## config.mk

```make
export PLATFORM = sky130hd
export DESIGN_NAME = ub_affine_read_port
export DESIGN_NICKNAME = d
export VERILOG_FILES = /design/src/rtl/ub_affine_read_port_pkg.sv /design/src/rtl/ub_affine_read_port_ctr.sv /design/src/rtl/ub_affine_read_port.sv
export SDC_FILE = /design/constraint.sdc
export NUM_CORES = 2
export LEC_CHECK = 0
export ABC_CLOCK_PERIOD_IN_PS = 10050
export CAP_MARGIN = 30
export CORE_UTILIZATION = 35
export CTS_BUF_LIST = sky130_fd_sc_hd__clkbuf_8
export DETAILED_ROUTE_END_ITERATION = 10
export PLACE_DENSITY = 0.53
export SYNTH_ARGS = -nofsm -noshare
export SYNTH_HDL_FRONTEND = slang
export SYNTH_SLANG_ARGS = --single-unit
```

## constraint.sdc

```tcl
create_clock -name clk -period 10.05 [get_ports clk]
set_input_delay 1.005 -clock clk [delete_from_list [all_inputs] [get_ports clk]]
set_output_delay 1.005 -clock clk [all_outputs]
set_load 0.01 [all_outputs]
```

## src/rtl/ub_affine_read_port_pkg.sv

```systemverilog
// Shared types and defaults for the unified-buffer affine ports.
// Holds the port FSM states, default widths and the ctrl_vars bundle.
package ub_affine_read_port_pkg;

    localparam int DEF_DATA_W = 16;
    localparam int DEF_ADDR_W = 14;
    localparam int DEF_DIMS   = 4;
    localparam int DEF_CTR_W  = 16;

    typedef enum logic [1:0] {
        ST_IDLE,
        ST_WAIT,
        ST_RUN
    } state_e;

    // Loop indices for the default geometry; index 0 is outermost.
    typedef logic [DEF_DIMS-1:0][DEF_CTR_W-1:0] ctrl_vars_t;

endpackage

```

## src/rtl/ub_affine_read_port_ctr.sv

```systemverilog
// Odometer loop-nest counter shared by affine read and write ports.
// Ports: clk, rst_n, clear, step, extent in; ctr, last, advance out.
module affine_loop_ctr
    import ub_affine_read_port_pkg::*;
#(
    parameter int DIMS  = DEF_DIMS,
    parameter int CTR_W = DEF_CTR_W
) (
    input  logic                        clk,
    input  logic                        rst_n,
    input  logic                        clear,
    input  logic                        step,
    input  logic [DIMS-1:0][CTR_W-1:0]  extent,
    output logic [DIMS-1:0][CTR_W-1:0]  ctr,
    output logic                        last,
    output logic [DIMS-1:0]             advance
);

    logic [DIMS-1:0] at_max;
    logic [DIMS-1:0] inc;
    logic            carry;

    always_comb begin
        at_max = '0;
        inc    = '0;
        carry  = 1'b1;
        for (int d = 0; d < DIMS; d++) begin
            // An extent of 0 behaves like 1: the counter never leaves 0.
            at_max[d] = (ctr[d] == ((extent[d] == '0) ? '0
                                    : extent[d] - CTR_W'(1)));
        end
        // Carry ripples from the innermost dimension outward.
        for (int d = DIMS - 1; d >= 0; d--) begin
            inc[d] = carry;
            carry  = carry & at_max[d];
        end
        last    = &at_max;
        advance = step ? inc : '0;
    end

    always_ff @(posedge clk or negedge rst_n) begin
        if (!rst_n) begin
            ctr <= '0;
        end else if (clear) begin
            ctr <= '0;
        end else if (step) begin
            for (int d = 0; d < DIMS; d++) begin
                if (inc[d]) begin
                    ctr[d] <= at_max[d] ? '0 : ctr[d] + CTR_W'(1);
                end
            end
        end
    end

endmodule

```

## src/rtl/ub_affine_read_port.sv

```systemverilog
// Affine-schedule read port: walks a loop nest and streams RAM reads.
// Ports: cfg_* latched on start; mem_* to RAM; out_* / busy / done status.
module ub_affine_read_port
    import ub_affine_read_port_pkg::*;
#(
    parameter int DATA_W = DEF_DATA_W,
    parameter int ADDR_W = DEF_ADDR_W,
    parameter int DIMS   = DEF_DIMS,
    parameter int CTR_W  = DEF_CTR_W
) (
    input  logic                        clk,
    input  logic                        rst_n,
    input  logic                        flush,
    input  logic                        start,
    input  logic [DIMS-1:0][CTR_W-1:0]  cfg_extent,
    input  logic [DIMS-1:0][ADDR_W-1:0] cfg_stride,
    input  logic [ADDR_W-1:0]           cfg_offset,
    input  logic [CTR_W-1:0]            cfg_delay,
    output logic                        mem_ren,
    output logic [ADDR_W-1:0]           mem_raddr,
    input  logic [DATA_W-1:0]           mem_rdata,
    output logic                        out_valid,
    output logic [DATA_W-1:0]           out_data,
    output logic [DIMS-1:0][CTR_W-1:0]  out_ctrl_vars,
    output logic                        busy,
    output logic                        done
);

    state_e state_q, state_d;

    logic [DIMS-1:0][CTR_W-1:0]  extent_q;
    logic [DIMS-1:0][ADDR_W-1:0] stride_q;
    logic [ADDR_W-1:0]           offset_q;
    logic [CTR_W-1:0]            delay_q;
    logic [CTR_W-1:0]            dly_q;

    logic [DIMS-1:0][CTR_W-1:0]  ctr;
    logic [DIMS-1:0]             advance;
    logic                        last;
    logic                        run;
    logic                        accept;
    logic                        step;
    logic                        final_read;
    logic [ADDR_W-1:0]           addr;

    assign run    = (state_q == ST_RUN);
    assign accept = (state_q == ST_IDLE) && start && !flush;
    assign step   = run && !flush;

    // Every dimension carries on the final read of the nest.
    assign final_read = (&advance) && last;

    affine_loop_ctr #(
        .DIMS  (DIMS),
        .CTR_W (CTR_W)
    ) u_ctr (
        .clk     (clk),
        .rst_n   (rst_n),
        .clear   (accept || flush),
        .step    (step),
        .extent  (extent_q),
        .ctr     (ctr),
        .last    (last),
        .advance (advance)
    );

    always_ff @(posedge clk or negedge rst_n) begin
        if (!rst_n) begin
            state_q <= ST_IDLE;
        end else begin
            state_q <= state_d;
        end
    end

    always_comb begin
        state_d = state_q;
        unique case (state_q)
            ST_IDLE: begin
                if (accept) begin
                    state_d = (cfg_delay != '0) ? ST_WAIT : ST_RUN;
                end
            end
            ST_WAIT: begin
                if (dly_q == delay_q - CTR_W'(1)) begin
                    state_d = ST_RUN;
                end
            end
            ST_RUN: begin
                if (final_read) begin
                    state_d = ST_IDLE;
                end
            end
            default: state_d = ST_IDLE;
        endcase
        if (flush) begin
            state_d = ST_IDLE;
        end
    end

    always_ff @(posedge clk or negedge rst_n) begin
        if (!rst_n) begin
            extent_q <= '0;
            stride_q <= '0;
            offset_q <= '0;
            delay_q  <= '0;
            dly_q    <= '0;
        end else if (accept) begin
            extent_q <= cfg_extent;
            stride_q <= cfg_stride;
            offset_q <= cfg_offset;
            delay_q  <= cfg_delay;
            dly_q    <= '0;
        end else if (state_q == ST_WAIT) begin
            dly_q <= dly_q + CTR_W'(1);
        end
    end

    // Address is naturally modulo 2^ADDR_W, so counters are cut to ADDR_W.
    always_comb begin
        addr = offset_q;
        for (int d = 0; d < DIMS; d++) begin
            addr = addr + ADDR_W'(ctr[d]) * stride_q[d];
        end
    end

    assign mem_ren   = run;
    assign mem_raddr = run ? addr : '0;
    assign busy      = (state_q != ST_IDLE);
    assign out_data  = mem_rdata;

    // A flush kills the read issued in the same cycle.
    always_ff @(posedge clk or negedge rst_n) begin
        if (!rst_n) begin
            out_valid     <= 1'b0;
            done          <= 1'b0;
            out_ctrl_vars <= '0;
        end else begin
            out_valid     <= run && !flush;
            done          <= final_read && !flush;
            out_ctrl_vars <= ctr;
        end
    end

endmodule

```

# Yosys cells after proc, flatten, opt, wreduce, memory -nomap -nowiden

Index checks and enable logic that the tools add are counted.

$add $sub $neg: 14
$mul: 4
Mux-type cells: 23
Equal/unequal tests: 10
Bitwise operators: 2
Reductions and logical operators: 25

Operator list:

| operator                | count |
|---|---|
| $mux W16                | 13 |
| $mux W64                | 2 |
| $add A16 B1 Y16 const B | 5 |
| $eq A16 B16 Y1          | 5 |
| $sub A16 B1 Y16 const B | 5 |
| $logic_not A16 Y1       | 4 |
| $add A14 B14 Y14        | 4 |
| $mul A14 B14 Y14        | 4 |
| $reduce_bool A16 Y1     | 1 |
| $mux W14                | 1 |
| $reduce_bool A2 Y1      | 6 |
| $mux W2                 | 5 |
| $reduce_and A4 Y1       | 2 |
| $ne A3 B3 Y1 const B    | 2 |
| $pmux W2 S3             | 1 |
| $reduce_and A2 Y1       | 3 |
| $logic_and A1 B1 Y1     | 5 |
| $mux W4                 | 1 |
| $ne A3 B2 Y1 const B    | 1 |
| $reduce_and A3 Y1       | 1 |
| $and A1 B1 Y1           | 2 |
| $eq A2 B1 Y1 const B    | 1 |
| $eq A2 B2 Y1 const B    | 1 |
| $logic_not A2 Y1        | 1 |
| 2 further kinds         | 2 |

Word-level logic and storage cells: 100
Output and inout bits: 98
Register bits: 298

# Depth between registers and ports, before layout

Depth in word-level cells: 11
Depth in mapped cells: 27
Depth with buffers taken out: 25

# Hierarchy

Synthesis repeated with hierarchy kept, for this count alone.

Cells, all modules: 2,905
Area total of the unflattened synthesis: 28,359.7 µm²

By module, submodules not included:

| module              | sequential area each (µm²) | times used | cells an instance | area each (µm²) |
|---|---|---|---|---|
| ub_affine_read_port | 5,855.6                    | 1          | 2,069             | 21,728.3 |
| affine_loop_ctr     | 1,601.5                    | 1          | 836               | 6,631.4 |

# Worst setup path before layout

Ideal clock, no wire load.

Path kind: register -> output
From: register u_ctr.ctr[55] in the netlist's numbering
To: output port mem_raddr[13]
Path slack: 2.313 ns
Arrival: 6.732 ns
Path buffers: 1
Required time: 9.045 ns
Cell stages (with the launch flop): 24
Path through: dfrtp_1 -> clkbuf_1 -> nand2_1 -> fa_1 -> fa_1 -> inv_1 -> fa_1 -> inv_1 -> fa_1 -> fa_1 -> fa_1 -> inv_1 -> fa_1 -> fa_1 -> inv_1 -> fa_1 -> inv_1 -> ha_1 -> and2_1 -> o21ai_0 -> o21ai_0 -> o41ai_1 -> xnor2_1 -> nor2_1

Longest elaborated chain between the ends: 3

RTL lines:

| what                             | line                          | RTL |
|---|---|---|
| start: declaration               | ub_affine_read_port_ctr.sv:14 | `output logic [DIMS-1:0][CTR_W-1:0] ctr,` |
| start signal: indexed assignment | ub_affine_read_port_ctr.sv:49 | `ctr[d] <= at_max[d] ? '0 : ctr[d] + CTR_W'(1);` |
| $mul A14 B14 Y14                 | ub_affine_read_port.sv:122    | `addr = addr + ADDR_W'(ctr[d]) * stride_q[d];` |
| $add A14 B14 Y14                 | ub_affine_read_port.sv:122    |  |
| $mux W14                         | ub_affine_read_port.sv:127    | `assign mem_raddr = run ? addr : '0;` |
| end: declaration                 | ub_affine_read_port.sv:20     | `output logic [ADDR_W-1:0] mem_raddr,` |

No other way between the ends.

# Worst setup path in the final report

Ends and elaborated chain as after synthesis.

==> metrics.cfg <==
[worst_setup_path]
critPathArrivalTime_ps = 8260
worst-path-buf-inv = 6
slowest_stage = dfrtp_1
endpoint_kind = output port
criticalPathCategory = reg -> out
crit_fanout = 16
cp.required_ps = 9050
start_kind = flip-flop
r2r-end = u_ctr.ctr[15]
path_cells = nand2_1 > fa_1 > fa_1 > inv_1 > fa_1 > inv_1 > fa_1 > fa_1 > fa_1 > inv_1 > fa_1 > fa_1 > inv_1 > fa_1 > inv_1 > ha_1 > and2_1 > o21ai_0 > o21ai_0 > o41ai_1 > xnor2_1 > nor2_1 > clkdlybuf4s50_1
r2r_cells = 11
crit_family = adder cells
crit_top_cell = fa_1
slowest_delay_ps = 730
reg2reg_from = extent_q[48]
r2r_setup_slack_ps = 5490

[sta]
period_needed_ps = 9270
clock_skew_ps = 44.7
setup_slack_ps = 784
hold_viol = 0
worstMarginPinSlew_ps = 1000
slew_viol_final = 0
fmax_ghz = 0.108
rsz0062_at_grt = false
slew_headroom = 0.328
setup_viol = 0
fin_crit_sh = 0.922
final.setup.tns_ps = 0

[pwr]
vdd_drop_max_mv = 0.0967
power.density_nw_per_um2 = 150
leakagePower_nw = 15.0

[global_route]
grt_start_max_net_pins = 103
grt_remaining_overflow = 0
grt_pass1_wl_um = 133000
grt_pass1_vias = 22700
grt_usage = 0.204
antenna_found_initial = 4

[synthesis]
synth_warnings = 0
avgSynthCellArea_um2 = 9.45
post_synth_num_cell_types = 90
ys.flop_type = dfrtp_1
syn_area_um2 = 29000
synthArstFlopShare = 1.00
syn_nets = 3703
synth_edf_count = 0
ys_ff_latch = 298
yosysSeqAreaShare = 0.257
syn_inst = 3072

[clock_tree]
numCtsBuffers = 57
h-tree-depth = 2
clock-root-buffer = clkbuf_8
clk_pin_slew_ps = 60
cts_setup_buffers = 0
cts_buffer_depth = 3
tritoncts = yes
postCtsResizedCells = 0
cts_hold_buf = 0
clock-sinks = 298
clock_latency_ps = 710

[worst_hold_path]
hold_class = in -> async

[die]
die_w_um = 290
die_area_um2 = 84100
die_y_um = 290
num_io_pins = 268
num_rows = 105
core-area_um2 = 82100
initial_core_util = 0.354

[run]
cap_violations = 0

[routing]
vias = 21700
viasPerCell = 5.00
drc = 0
drt-pass1-iter-count = 5
drt-initial-drc-count = 1201
final_antenna_net_count = 0
post_drt_wl_per_cell_um = 19.4
wirelength_um = 84300

[outcome]
status = complete, no violations

[placement]
place_ws_ps = 1450
hpwl_um = 66100
gp_congestion = 0.864
io_buffers = 235

[layout]
drive_gt1_frac = 0.0884
syn_to_final_growth_pct = 15.6
fin_nets = 3850
nFillCells = 8203

synthesized netlist by cell type (10+ instances only):
library cell	count	area (um^2)
nand4_1	32	200
mux2_2	125	1410
o22ai_1	19	119
or4_1	17	128
xnor2_1	149	1310
nand3_1	56	280
or3_1	26	163
or2_2	10	62.6
a211oi_1	13	97.6
o21ai_0	83	415
o211ai_1	17	128
a21oi_1	39	195
nand2b_1	11	68.8
a22o_1	16	140
nor3b_1	11	82.6
inv_1	471	1770
ha_1	162	2030
and3_1	33	206
clkbuf_1	133	499
nor2b_1	15	93.8
and2_1	247	1550
dfrtp_1	298	7460
fa_1	299	5990
nor2_1	119	447
nor4_1	31	194
a21o_1	11	82.6
a31oi_1	15	93.8
buf_4	18	135
xor2_1	60	526
mux2i_1	17	170
nor3_1	51	255
nand2_1	296	1110
worst max-delay path by stage:
| stage | startpoint | end | slack, ps | depth (start not counted) |
|---|---|---|---|---|
| after global placement | u_ctr.ctr[55] | mem_raddr[13] | 1510 | 23 |
| final | u_ctr.ctr[55] | mem_raddr[13] | 780 | 23 |
| after CTS | u_ctr.ctr[55] | mem_raddr[13] | 690 | 23 |
| after detailed placement | u_ctr.ctr[55] | mem_raddr[13] | 1450 | 23 |
| after floorplan | u_ctr.ctr[55] | mem_raddr[13] | 2310 | 23 |
| after global routing | u_ctr.ctr[50] | mem_raddr[12] | 310 | 24 |
per-layer routing:
metal  part of all wire  wire [um]  vias up  track usage
li1                   -          -    10300            -
met4              0.030       2520        2       0.0625
met3              0.051       4290      107       0.0333
met1               0.42      35800    10800        0.261
met5            0.00013         11        -            0
met2               0.49      41700      500        0.353
worst reg2reg max path, delay by kind of cell, from the launching register on:
| kind | cells | cell delay (ps) |
|---|---|---|
| AND/OR/NAND/NOR | 5 | 2850 |
| AO/OA/AOI/OAI | 4 | 890 |
| flip-flops | 1 | 410 |
| adder cells (fa/ha/maj) | 1 | 220 |
| buffers and inverters | 1 | 120 |
flip-flops by register name, indices dropped and copies added, names as in the netlist:
signal,flops
out_ctrl_vars,64
delay_q,16
offset_q,14
state_q,2
u_ctr.ctr,64
extent_q,64
stride_q,56
dly_q,16
done,1
out_valid,1
stage by stage:
step	hold slack [ps]	utilization	instance area (um^2)	std cells	power (mW)
detailed placement	411	0.392	32200	4229	3.58
global route	384	0.409	33600	4340	5.40
global placement	415	0.392	32200	4229	3.57
finish	338	0.409	33600	4340	5.02
floorplan	352	-	29000	3072	2.97
CTS	362	0.409	33500	4337	5.09
layout make-up:
| class | instances | area [um^2] | area share |
|---|---|---|---|
| Antenna cell | 2 | 5.00 | 0.000149 |
| Clock buffer | 72 | 991 | 0.0295 |
| Clock inverter | 36 | 397 | 0.0118 |
| Inverter | 471 | 1770 | 0.0527 |
| Multi-Input combinational cell | 2135 | 19100 | 0.568 |
| Sequential cell | 298 | 7460 | 0.222 |
| Tap cell | 1070 | 1340 | 0.0399 |
| Timing Repair Buffer | 256 | 2530 | 0.0755 |
report_power, final:
group	internal [mW]	switching (mW)	total (mW)
clock network	0.861	0.610	1.47
registers	1.39	0.435	1.83
logic	0.825	0.897	1.72
cells by family (layout without fill, tap and decap cells):
group / Yosys count / count (layout) / synth area share
DFF: 298 / 298 / 0.257
muxes: 142 / 142 / 0.0543
other: 0 / 2 / 0
and+or+nand+nor: 1015 / 1015 / 0.188
AOI/OAI and AO/OA: 301 / 301 / 0.0704
adders and majority gates: 461 / 461 / 0.276
buffers and inverters: 639 / 835 / 0.0863
xor gates and xnor gates: 216 / 216 / 0.0685
layout by cell type (no fill, tap or decap), types with 118 or more instances in the layout:
cell type and count:
mux2_2 125, nor2_1 118, nand2_1 296, and2_1 247, fa_1 299, clkdlybuf4s50_1 234, ha_1 162, xnor2_1 149
dfrtp_1 298, inv_1 483
No activity file was read; power rests on OpenSTA's default activity.
